File: config.mk
export PLATFORM = sky130hd
export DESIGN_NAME = multicycle_control_unit
export DESIGN_NICKNAME = d
export VERILOG_FILES = /design/src/rtl/multicycle_control_unit.sv
export SDC_FILE = /design/constraint.sdc
export NUM_CORES = 1
export LEC_CHECK = 0
export CORE_MARGIN = 1
export CORE_UTILIZATION = 40
export DETAILED_ROUTE_END_ITERATION = 8
export HOLD_SLACK_MARGIN = 0.05
export PLACE_DENSITY = 0.92
export SLEW_MARGIN = 20
export SYNTH_ARGS = -nofsm -noshare
export SYNTH_HDL_FRONTEND = slang
export SYNTH_SLANG_ARGS = --single-unit
export TNS_END_PERCENT = 100
File: constraint.sdc
create_clock -name clk -period 5.18 [get_ports clk]
set_input_delay 1.554 -clock clk [delete_from_list [all_inputs] [get_ports clk]]
set_output_delay 1.554 -clock clk [all_outputs]
set_load 0.05 [all_outputs]
File: src/rtl/multicycle_control_unit.sv
// Multi-cycle RV32I control unit: Moore FSM sequencing fetch, decode,
// execute, memory and writeback over one shared ALU and one memory port.
module multicycle_control_unit #(
  parameter int ALU_CTRL_W = 3,
  parameter bit EXT_OPS    = 1'b1
) (
  input  logic                  clk,
  input  logic                  rst,
  input  logic [6:0]            Op,
  input  logic [2:0]            funct3,
  input  logic [6:0]            funct7,
  input  logic                  Zero,
  input  logic                  mem_ready,
  output logic                  PCWrite,
  output logic                  AdrSrc,
  output logic                  IRWrite,
  output logic                  MemWrite,
  output logic                  RegWrite,
  output logic [1:0]            ResultSrc,
  output logic [1:0]            ALUSrcA,
  output logic [1:0]            ALUSrcB,
  output logic [1:0]            ImmSrc,
  output logic [ALU_CTRL_W-1:0] ALUControl,
  output logic                  instr_done,
  output logic                  illegal_op
);

  localparam logic [6:0] OP_LW   = 7'b0000011;
  localparam logic [6:0] OP_SW   = 7'b0100011;
  localparam logic [6:0] OP_R    = 7'b0110011;
  localparam logic [6:0] OP_I    = 7'b0010011;
  localparam logic [6:0] OP_BEQ  = 7'b1100011;
  localparam logic [6:0] OP_JAL  = 7'b1101111;

  typedef enum logic [3:0] {
    FETCH    = 4'd0,
    DECODE   = 4'd1,
    MEMADR   = 4'd2,
    MEMREAD  = 4'd3,
    MEMWRITE = 4'd4,
    MEMWB    = 4'd5,
    EXECUTER = 4'd6,
    EXECUTEI = 4'd7,
    ALUWB    = 4'd8,
    BEQ      = 4'd9,
    JAL      = 4'd10
  } state_t;

  state_t      r_state;
  state_t      w_next_state;

  logic        w_pc_update;
  logic        w_branch;
  logic        w_adr_src;
  logic        w_ir_write;
  logic        w_mem_write;
  logic        w_reg_write;
  logic [1:0]  w_result_src;
  logic [1:0]  w_alu_src_a;
  logic [1:0]  w_alu_src_b;
  logic [1:0]  w_alu_op;
  logic        w_done;
  logic        w_illegal;
  logic [1:0]  w_imm_src;
  logic [2:0]  w_alu_ctrl;
  logic        w_unused_funct7;

  // Only funct7[5] distinguishes add/sub; the remaining bits are ignored.
  assign w_unused_funct7 = &{1'b0, funct7[6], funct7[4:0]};

  // Main ALU decoder: ALUOp plus funct fields to a 3-bit operation code.
  function automatic logic [2:0] alu_decode(input logic [1:0] alu_op,
                                            input logic [2:0] f3,
                                            input logic       op5,
                                            input logic       f7b5);
    logic [2:0] r;
    r = 3'b000;
    case (alu_op)
      2'b00: r = 3'b000;
      2'b01: r = 3'b001;
      2'b10: begin
        case (f3)
          3'b000: begin
            if (op5 && f7b5) r = 3'b001;
            else             r = 3'b000;
          end
          3'b010: r = 3'b101;
          3'b110: r = 3'b011;
          3'b111: r = 3'b010;
          3'b100: begin
            if (EXT_OPS) r = 3'b100;
            else         r = 3'b000;
          end
          3'b011: begin
            if (EXT_OPS) r = 3'b110;
            else         r = 3'b000;
          end
          default: r = 3'b000;
        endcase
      end
      default: r = 3'b000;
    endcase
    return r;
  endfunction

  // State register; reset restarts the sequence from FETCH.
  always_ff @(posedge clk or negedge rst) begin
    if (!rst) begin
      r_state <= FETCH;
    end else begin
      r_state <= w_next_state;
    end
  end

  // Next-state logic; unreachable encodings fall back to FETCH.
  always_comb begin
    w_next_state = FETCH;
    case (r_state)
      FETCH: begin
        if (mem_ready) w_next_state = DECODE;
        else           w_next_state = FETCH;
      end
      DECODE: begin
        case (Op)
          OP_LW:   w_next_state = MEMADR;
          OP_SW:   w_next_state = MEMADR;
          OP_R:    w_next_state = EXECUTER;
          OP_I:    w_next_state = EXECUTEI;
          OP_BEQ:  w_next_state = BEQ;
          OP_JAL:  w_next_state = JAL;
          default: w_next_state = FETCH;
        endcase
      end
      MEMADR: begin
        if (Op == OP_SW) w_next_state = MEMWRITE;
        else             w_next_state = MEMREAD;
      end
      MEMREAD: begin
        if (mem_ready) w_next_state = MEMWB;
        else           w_next_state = MEMREAD;
      end
      MEMWRITE: begin
        if (mem_ready) w_next_state = FETCH;
        else           w_next_state = MEMWRITE;
      end
      MEMWB:    w_next_state = FETCH;
      EXECUTER: w_next_state = ALUWB;
      EXECUTEI: w_next_state = ALUWB;
      ALUWB:    w_next_state = FETCH;
      BEQ:      w_next_state = FETCH;
      JAL:      w_next_state = ALUWB;
      default:  w_next_state = FETCH;
    endcase
  end

  // Per-state Moore outputs; mem_ready only qualifies the memory handshake.
  always_comb begin
    w_pc_update  = 1'b0;
    w_branch     = 1'b0;
    w_adr_src    = 1'b0;
    w_ir_write   = 1'b0;
    w_mem_write  = 1'b0;
    w_reg_write  = 1'b0;
    w_result_src = 2'b00;
    w_alu_src_a  = 2'b00;
    w_alu_src_b  = 2'b00;
    w_alu_op     = 2'b00;
    w_done       = 1'b0;
    w_illegal    = 1'b0;
    case (r_state)
      FETCH: begin
        w_alu_src_b  = 2'b10;
        w_result_src = 2'b10;
        w_ir_write   = mem_ready;
        w_pc_update  = mem_ready;
      end
      DECODE: begin
        w_alu_src_a = 2'b01;
        w_alu_src_b = 2'b01;
        case (Op)
          OP_LW, OP_SW, OP_R, OP_I, OP_BEQ, OP_JAL: w_illegal = 1'b0;
          default:                                   w_illegal = 1'b1;
        endcase
      end
      MEMADR: begin
        w_alu_src_a = 2'b10;
        w_alu_src_b = 2'b01;
      end
      MEMREAD: begin
        w_adr_src = 1'b1;
      end
      MEMWRITE: begin
        w_adr_src   = 1'b1;
        w_mem_write = 1'b1;
        w_done      = mem_ready;
      end
      MEMWB: begin
        w_result_src = 2'b01;
        w_reg_write  = 1'b1;
        w_done       = 1'b1;
      end
      EXECUTER: begin
        w_alu_src_a = 2'b10;
        w_alu_op    = 2'b10;
      end
      EXECUTEI: begin
        w_alu_src_a = 2'b10;
        w_alu_src_b = 2'b01;
        w_alu_op    = 2'b10;
      end
      ALUWB: begin
        w_reg_write = 1'b1;
        w_done      = 1'b1;
      end
      BEQ: begin
        w_alu_src_a = 2'b10;
        w_alu_op    = 2'b01;
        w_branch    = 1'b1;
        w_done      = 1'b1;
      end
      JAL: begin
        w_alu_src_a = 2'b01;
        w_alu_src_b = 2'b10;
        w_pc_update = 1'b1;
      end
      default: begin
        w_pc_update = 1'b0;
      end
    endcase
  end

  // Immediate format follows the opcode every cycle, independent of state.
  always_comb begin
    w_imm_src = 2'b00;
    case (Op)
      OP_LW:   w_imm_src = 2'b00;
      OP_I:    w_imm_src = 2'b00;
      OP_SW:   w_imm_src = 2'b01;
      OP_BEQ:  w_imm_src = 2'b10;
      OP_JAL:  w_imm_src = 2'b11;
      default: w_imm_src = 2'b00;
    endcase
  end

  assign w_alu_ctrl = alu_decode(w_alu_op, funct3, Op[5], funct7[5]);

  // Enables are held low while reset is asserted; selects keep FETCH values.
  assign PCWrite    = rst & (w_pc_update | (w_branch & Zero));
  assign IRWrite    = rst & w_ir_write;
  assign MemWrite   = rst & w_mem_write;
  assign RegWrite   = rst & w_reg_write;
  assign instr_done = rst & w_done;
  assign illegal_op = rst & w_illegal;
  assign AdrSrc     = w_adr_src;
  assign ResultSrc  = w_result_src;
  assign ALUSrcA    = w_alu_src_a;
  assign ALUSrcB    = w_alu_src_b;
  assign ImmSrc     = w_imm_src;
  assign ALUControl = ALU_CTRL_W'(w_alu_ctrl);

endmodule

## Word-level counts from Yosys, hierarchy flattened

Cells that the tools add are included.

- Bits in registers: 4
- Input port bits: 21
- Output and inout bits: 18
- Word-level logic and storage cells: 69

- Eq/ne operators: 23
- Multiplexer cells: 23
- Bitwise logic cells: 8
- Reductions and logical operators: 14

Operators with widths:

| kind | number |
|---|---|
| case mux 4 bit (6 select lines) | 1 |
| case mux 4 bit (5 select lines) | 1 |
| case mux 3 bit (6 select lines) | 1 |
| == test 4 x 3 -> 1 bit, second input constant | 4 |
| case mux 2 bit (2 select lines) | 4 |
| == test 7 x 6 -> 1 bit, second input constant | 2 |
| == test 7 bit, second input constant | 2 |
| == test 4 bit, second input constant | 3 |
| OR reduction 2 bit | 6 |
| == test 3 bit, second input constant | 3 |
| 2-to-1 mux 1 bit | 9 |
| 2-to-1 mux 3 bit | 3 |
| OR reduction 3 bit | 3 |
| == test 4 x 2 -> 1 bit, second input constant | 2 |
| AND 1 bit | 7 |
| == test 7 x 2 -> 1 bit, second input constant | 1 |
| == test 7 x 5 -> 1 bit, second input constant | 1 |
| == test 3 x 2 -> 1 bit, second input constant | 2 |
| case mux 2 bit (3 select lines) | 1 |
| case mux 3 bit (2 select lines) | 1 |
| OR reduction 6 bit | 1 |
| == test 4 x 1 -> 1 bit, second input constant | 1 |
| zero test 4 bit | 1 |
| case mux 1 bit (2 select lines) | 2 |
| 6 further kinds | 6 |

## Logic depth before layout (Yosys ltp)

- Word-level depth: 5
- Gate-level depth with buffers: 7
- Depth with buffers taken out: 7

## Worst setup path after synthesis

No wires, ideal clock.

- Path type: input-to-output
- Start point: input Op[3]
- End point: output illegal_op
- Data arrival time: 3029 ps
- Data required time: 3626 ps
- Path slack: 597 ps
- Stages on the path: 3
- Buffers on the path: 0
- Cells stage by stage: and4bb_1 -> and2_1 -> nor3_1

- Cells in the longest elaborated chain, start to end: 5
- Elaborated cells on any way between the ends: 10
- Those cells by class: eq/ne: 6; mux: 2; bitwise: 1; reduce/logical: 1

Ends and longest elaborated chain:

| what | line | RTL |
|---|---|---|
| start, declared | 9 | `input logic [6:0] Op,` |
| == test 7 x 6 -> 1 bit (tied with other cells) | 180 | `case (Op)` |
| OR reduction 6 bit * | 180 |  |
| 2-to-1 mux 1 bit * | 180 |  |
| 2-to-1 mux 1 bit * | 170 | `case (r_state)` |
| AND 1 bit * | 253 | `assign illegal_op = rst & w_illegal;` |
| end, declared | 25 | `output logic illegal_op` |

Mark *: on every way between the ends. The rest lies on a longest branch, timed or not.

## Final worst setup path

- Start point: input Op[5]
- End point: output ALUControl[0]

- Cells in the longest elaborated chain, start to end: 4

Ends and longest elaborated chain:

| what | line | RTL |
|---|---|---|
| logical AND 1 bit | 84 | `if (op5 && f7b5) r = 3'b001;` |
| 2-to-1 mux 1 bit | 84 |  |
| case mux 3 bit (6 select lines) | 82 | `case (f3)` |
| case mux 3 bit (2 select lines) | 78 | `case (alu_op)` |
| end, declared | 23 | `output logic [ALU_CTRL_W-1:0] ALUControl,` |

Every way passes these cells.

==> key figures <==
Outcome
  – Status: finished, final reports clean

Worst setup path
  – Setup crit start: Op[5]
  – Setup crit start kind: input port
  – R2r startpoint: r_state[1]$_DFF_PN0_
  – Worst-path maximum fanout: 4
  – Setup crit end kind: primary output
  – Reg2Reg Capture Point: r_state[0]$_DFF_PN0_
  – CP cell instances: clkdlybuf4s50_1 > a31o_1 > a31oi_1 > nor2_1 > clkdlybuf4s50_1
  – Slowest CP cell: clkdlybuf4s50_1
  – Most common cell on crit path: clkdlybuf4s50_1
  – CP required: 3.63 ns
  – Worst R2R Setup Slack: between 3 and 4 ns
  – Max incr delay on CP: ~0.80 ns
  – Crit path to: ALUControl[0]
  – Critical Path AT: about 3.2 ns
  – Critical path type: in2out
  – Reg2reg path depth: 3

Timing
  – Period utilisation layout: around 92%
  – Unrepaired setup endpoints after global routing: no
  – Clk_skew: between 0.01 and 0.015 ns
  – F_max: 209.1 MHz
  – Finish-stage setup viols: 0
  – Slew @ Worst Pin: around 0.5 ns
  – Final Hold Fails: 0
  – WHS: ~0.75 ns
  – Period minus WS final: approximately 4.8 ns
  – Relative slew slack: about two thirds
  – Max-slew violations: 0
  – Post-Route Setup TNS: 0 ns

Clock tree
  – Clk_lat worst skew: 0.25 ns
  – Root Buffer: clkbuf_4
  – # hold bufs at CTS: 0
  – Clock Pin Slew Worst Setup and Hold Paths: 0.04 ns
  – H-tree depth: 1
  – CTS Buf Count: 3
  – Post-CTS sizing: 0
  – CTS max path bufs: 2
  – CTS tree: done
  – Clk sinks: 4
  – Post-CTS Setup Bufs: 0

Global routing
  – Total track usage: between 20% and 30%
  – Antenna violations before repair: 0
  – Number of global-route vias before repair: around 730
  – Gr ovfl total: 0
  – Pin count of the biggest net entering global routing: 16
  – First-pass GRT wire length: 3.125 mm

Power
  – Clk pwr share: 11.2%
  – Comb pwr share: between 70% and 80%
  – Flop pwr share: 16.8%
  – Static leakage: 0.4377 nW
  – Switching portion of total power: approximately 56%
  – Cell Pwr Density: ~370 nW/um2
  – Psw: approximately 0.00021 W
  – Internal power: ~0.00016 W
  – Max VDD drop: ~300 uV

Hold path
  – Min-delay worst type: reg2reg

Floorplanning
  – Initial Util: 43.43%
  – Core area: about 1500 um2
  – Chip Height: 42.91 um
  – Die Wd: 42.91 um
  – Die area: about 1800 um2
  – Num ports: 39
  – Row count: 14

Routing
  – Via count: between 800 and 900
  – Pre-antenna DRT Iters: 4
  – Final wirelength: between 1.5 and 2 mm
  – Routed Antenna Nets: 0
  – Via-to-Cell Ratio: between 5 and 6
  – Wire length per cell: around 13 um
  – DRT iter0 DRCs: 22
  – Residual DRC count: 0

Synthesis
  – Seq cells post-synth: 4
  – Synth area leaders: dfrtp_1 (15%), nor2_1 (6.7%), nor2b_1 (6.5%)
  – Register area share after synthesis: between 10% and 20%
  – Post-synth top flop: dfrtp_1
  – Post-Syn Instances: 95
  – Ys async rst share: 100.0%
  – EDFF count, synth: 0
  – Syn Std Cell Area: around 670 um2
  – YS warnings: 0
  – Synthesized area per cell: 7.046 um2
  – Count leader, synth: nor2_1
  – Top cell type's share of synthesized area: between 10% and 20%
  – Synth cell types: 42
  – Mapped Nets: between 100 and 150
  – Synth cell count leaders: nor2_1 (12), a21oi_1 (8), nand2_1 (7), nor2b_1 (7), inv_1 (5)
  – Post-synth top area cell: dfrtp_1

Cells and area
  – # diodes: 0
  – Share of layout cells above drive strength 1: ~16%
  – Flip-flop count of the largest register after layout: 4
  – Post-layout nets: roughly 150
  – Biggest register: r_state
  – Top flop regs: r_state: 4 flops
  – Layout area overhead: 50.09%

Placement
  – Placer Congestion: around 0.86
  – IO Port Bufs: 32
  – Final HPWL DP: about 1.4 mm

Job
  – Max-cap viol count: 0
## worst max-delay path, delay by kind of cell
family / cells / cell delay (ns)
AO/OA/AOI/OAI: 2 / 0.24
buffers and inverters: 2 / 1.35
AND/OR/NAND/NOR: 1 / 0.08
## routing by layer
metal,global-route usage [%],vias to the layer above,routed length (um)
li1,-,407,-
met1,26.94,387,764
met2,37.27,36,921
met3,2.553,2,127
met4,10.00,0,23
met5,0,-,0
## cell families (layout without fill, tap and decap cells)
group | Yosys count | in the layout | share of synthesized area, %
compound gates | 23 | 23 | 22.81
xor+xnor | 1 | 1 | 1.309
fa+ha+maj | 2 | 2 | 3.738
buf+inv | 11 | 43 | 8.786
flops | 4 | 4 | 14.95
mux | 1 | 1 | 1.495
simple gates | 53 | 53 | 46.92
## how the worst min path moves through the flow
stage	from	endpoint	slack [ns]	depth (start not counted)
after global routing	r_state[3]$_DFF_PN0_	r_state[2]$_DFF_PN0_	0.82	1
after CTS	r_state[3]$_DFF_PN0_	r_state[2]$_DFF_PN0_	0.75	1
after detailed placement	r_state[3]$_DFF_PN0_	r_state[2]$_DFF_PN0_	0.75	1
after global placement	r_state[3]$_DFF_PN0_	r_state[2]$_DFF_PN0_	0.72	1
final	r_state[3]$_DFF_PN0_	r_state[2]$_DFF_PN0_	0.75	1
after floorplan	r_state[3]$_DFF_PN0_	r_state[2]$_DFF_PN0_	0.58	3
## stage by stage
stage,cells,instance area [um2],setup slack (ns),util (%),total power (W)
6_report,143,1005,0.3979,65.18,0.0003720
5_1_grt,143,1005,0.2815,65.18,0.0003927
4_1_cts,143,1005,0.3888,65.18,0.0003732
3_5_place_dp,140,982.2,0.3940,63.72,0.0003297
3_3_place_gp,140,982.2,0.4190,63.72,0.0003250
2_1_floorplan,95,669.4,0.5967,-,0.0002517
## power groups by stage
stage	sequential (W)	combinational [W]	clock (W)
6_report	0.0000627	0.000268	0.0000417
5_1_grt	0.0000653	0.000283	0.0000445
4_1_cts	0.0000617	0.000268	0.0000434
3_5_place_dp	0.0000623	0.000267	0
3_3_place_gp	0.0000621	0.000263	0
2_1_floorplan	0.0000471	0.000205	0
## layout make-up
| class | instances | area [um2] |
|---|---|---|
| fillers | 136 | 536.8 |
| multi-input cells | 80 | 510.5 |
| repair buffers | 33 | 325.3 |
| flip-flops and latches | 4 | 100.1 |
| inverters | 7 | 26.28 |
| clock buffers | 3 | 22.52 |
| well taps | 16 | 20.02 |
## layout by cell type (no fill, tap or decap), types with 2 or more instances in the layout
cell,instances
nor2b_1,7
o21ai_0,2
nor2_1,12
nand2b_1,3
o21ai_1,2
nand2_1,7
inv_1,5
clkdlybuf4s50_1,26
nand3_1,3
inv_2,2
ha_1,2
a21oi_1,8
buf_4,6
clkbuf_4,3
nor4_1,2
a31oi_1,2
dfrtp_1,4
nor3_2,2
and3_1,2
nor3_1,3
No activity file was read; power rests on OpenSTA's default activity.
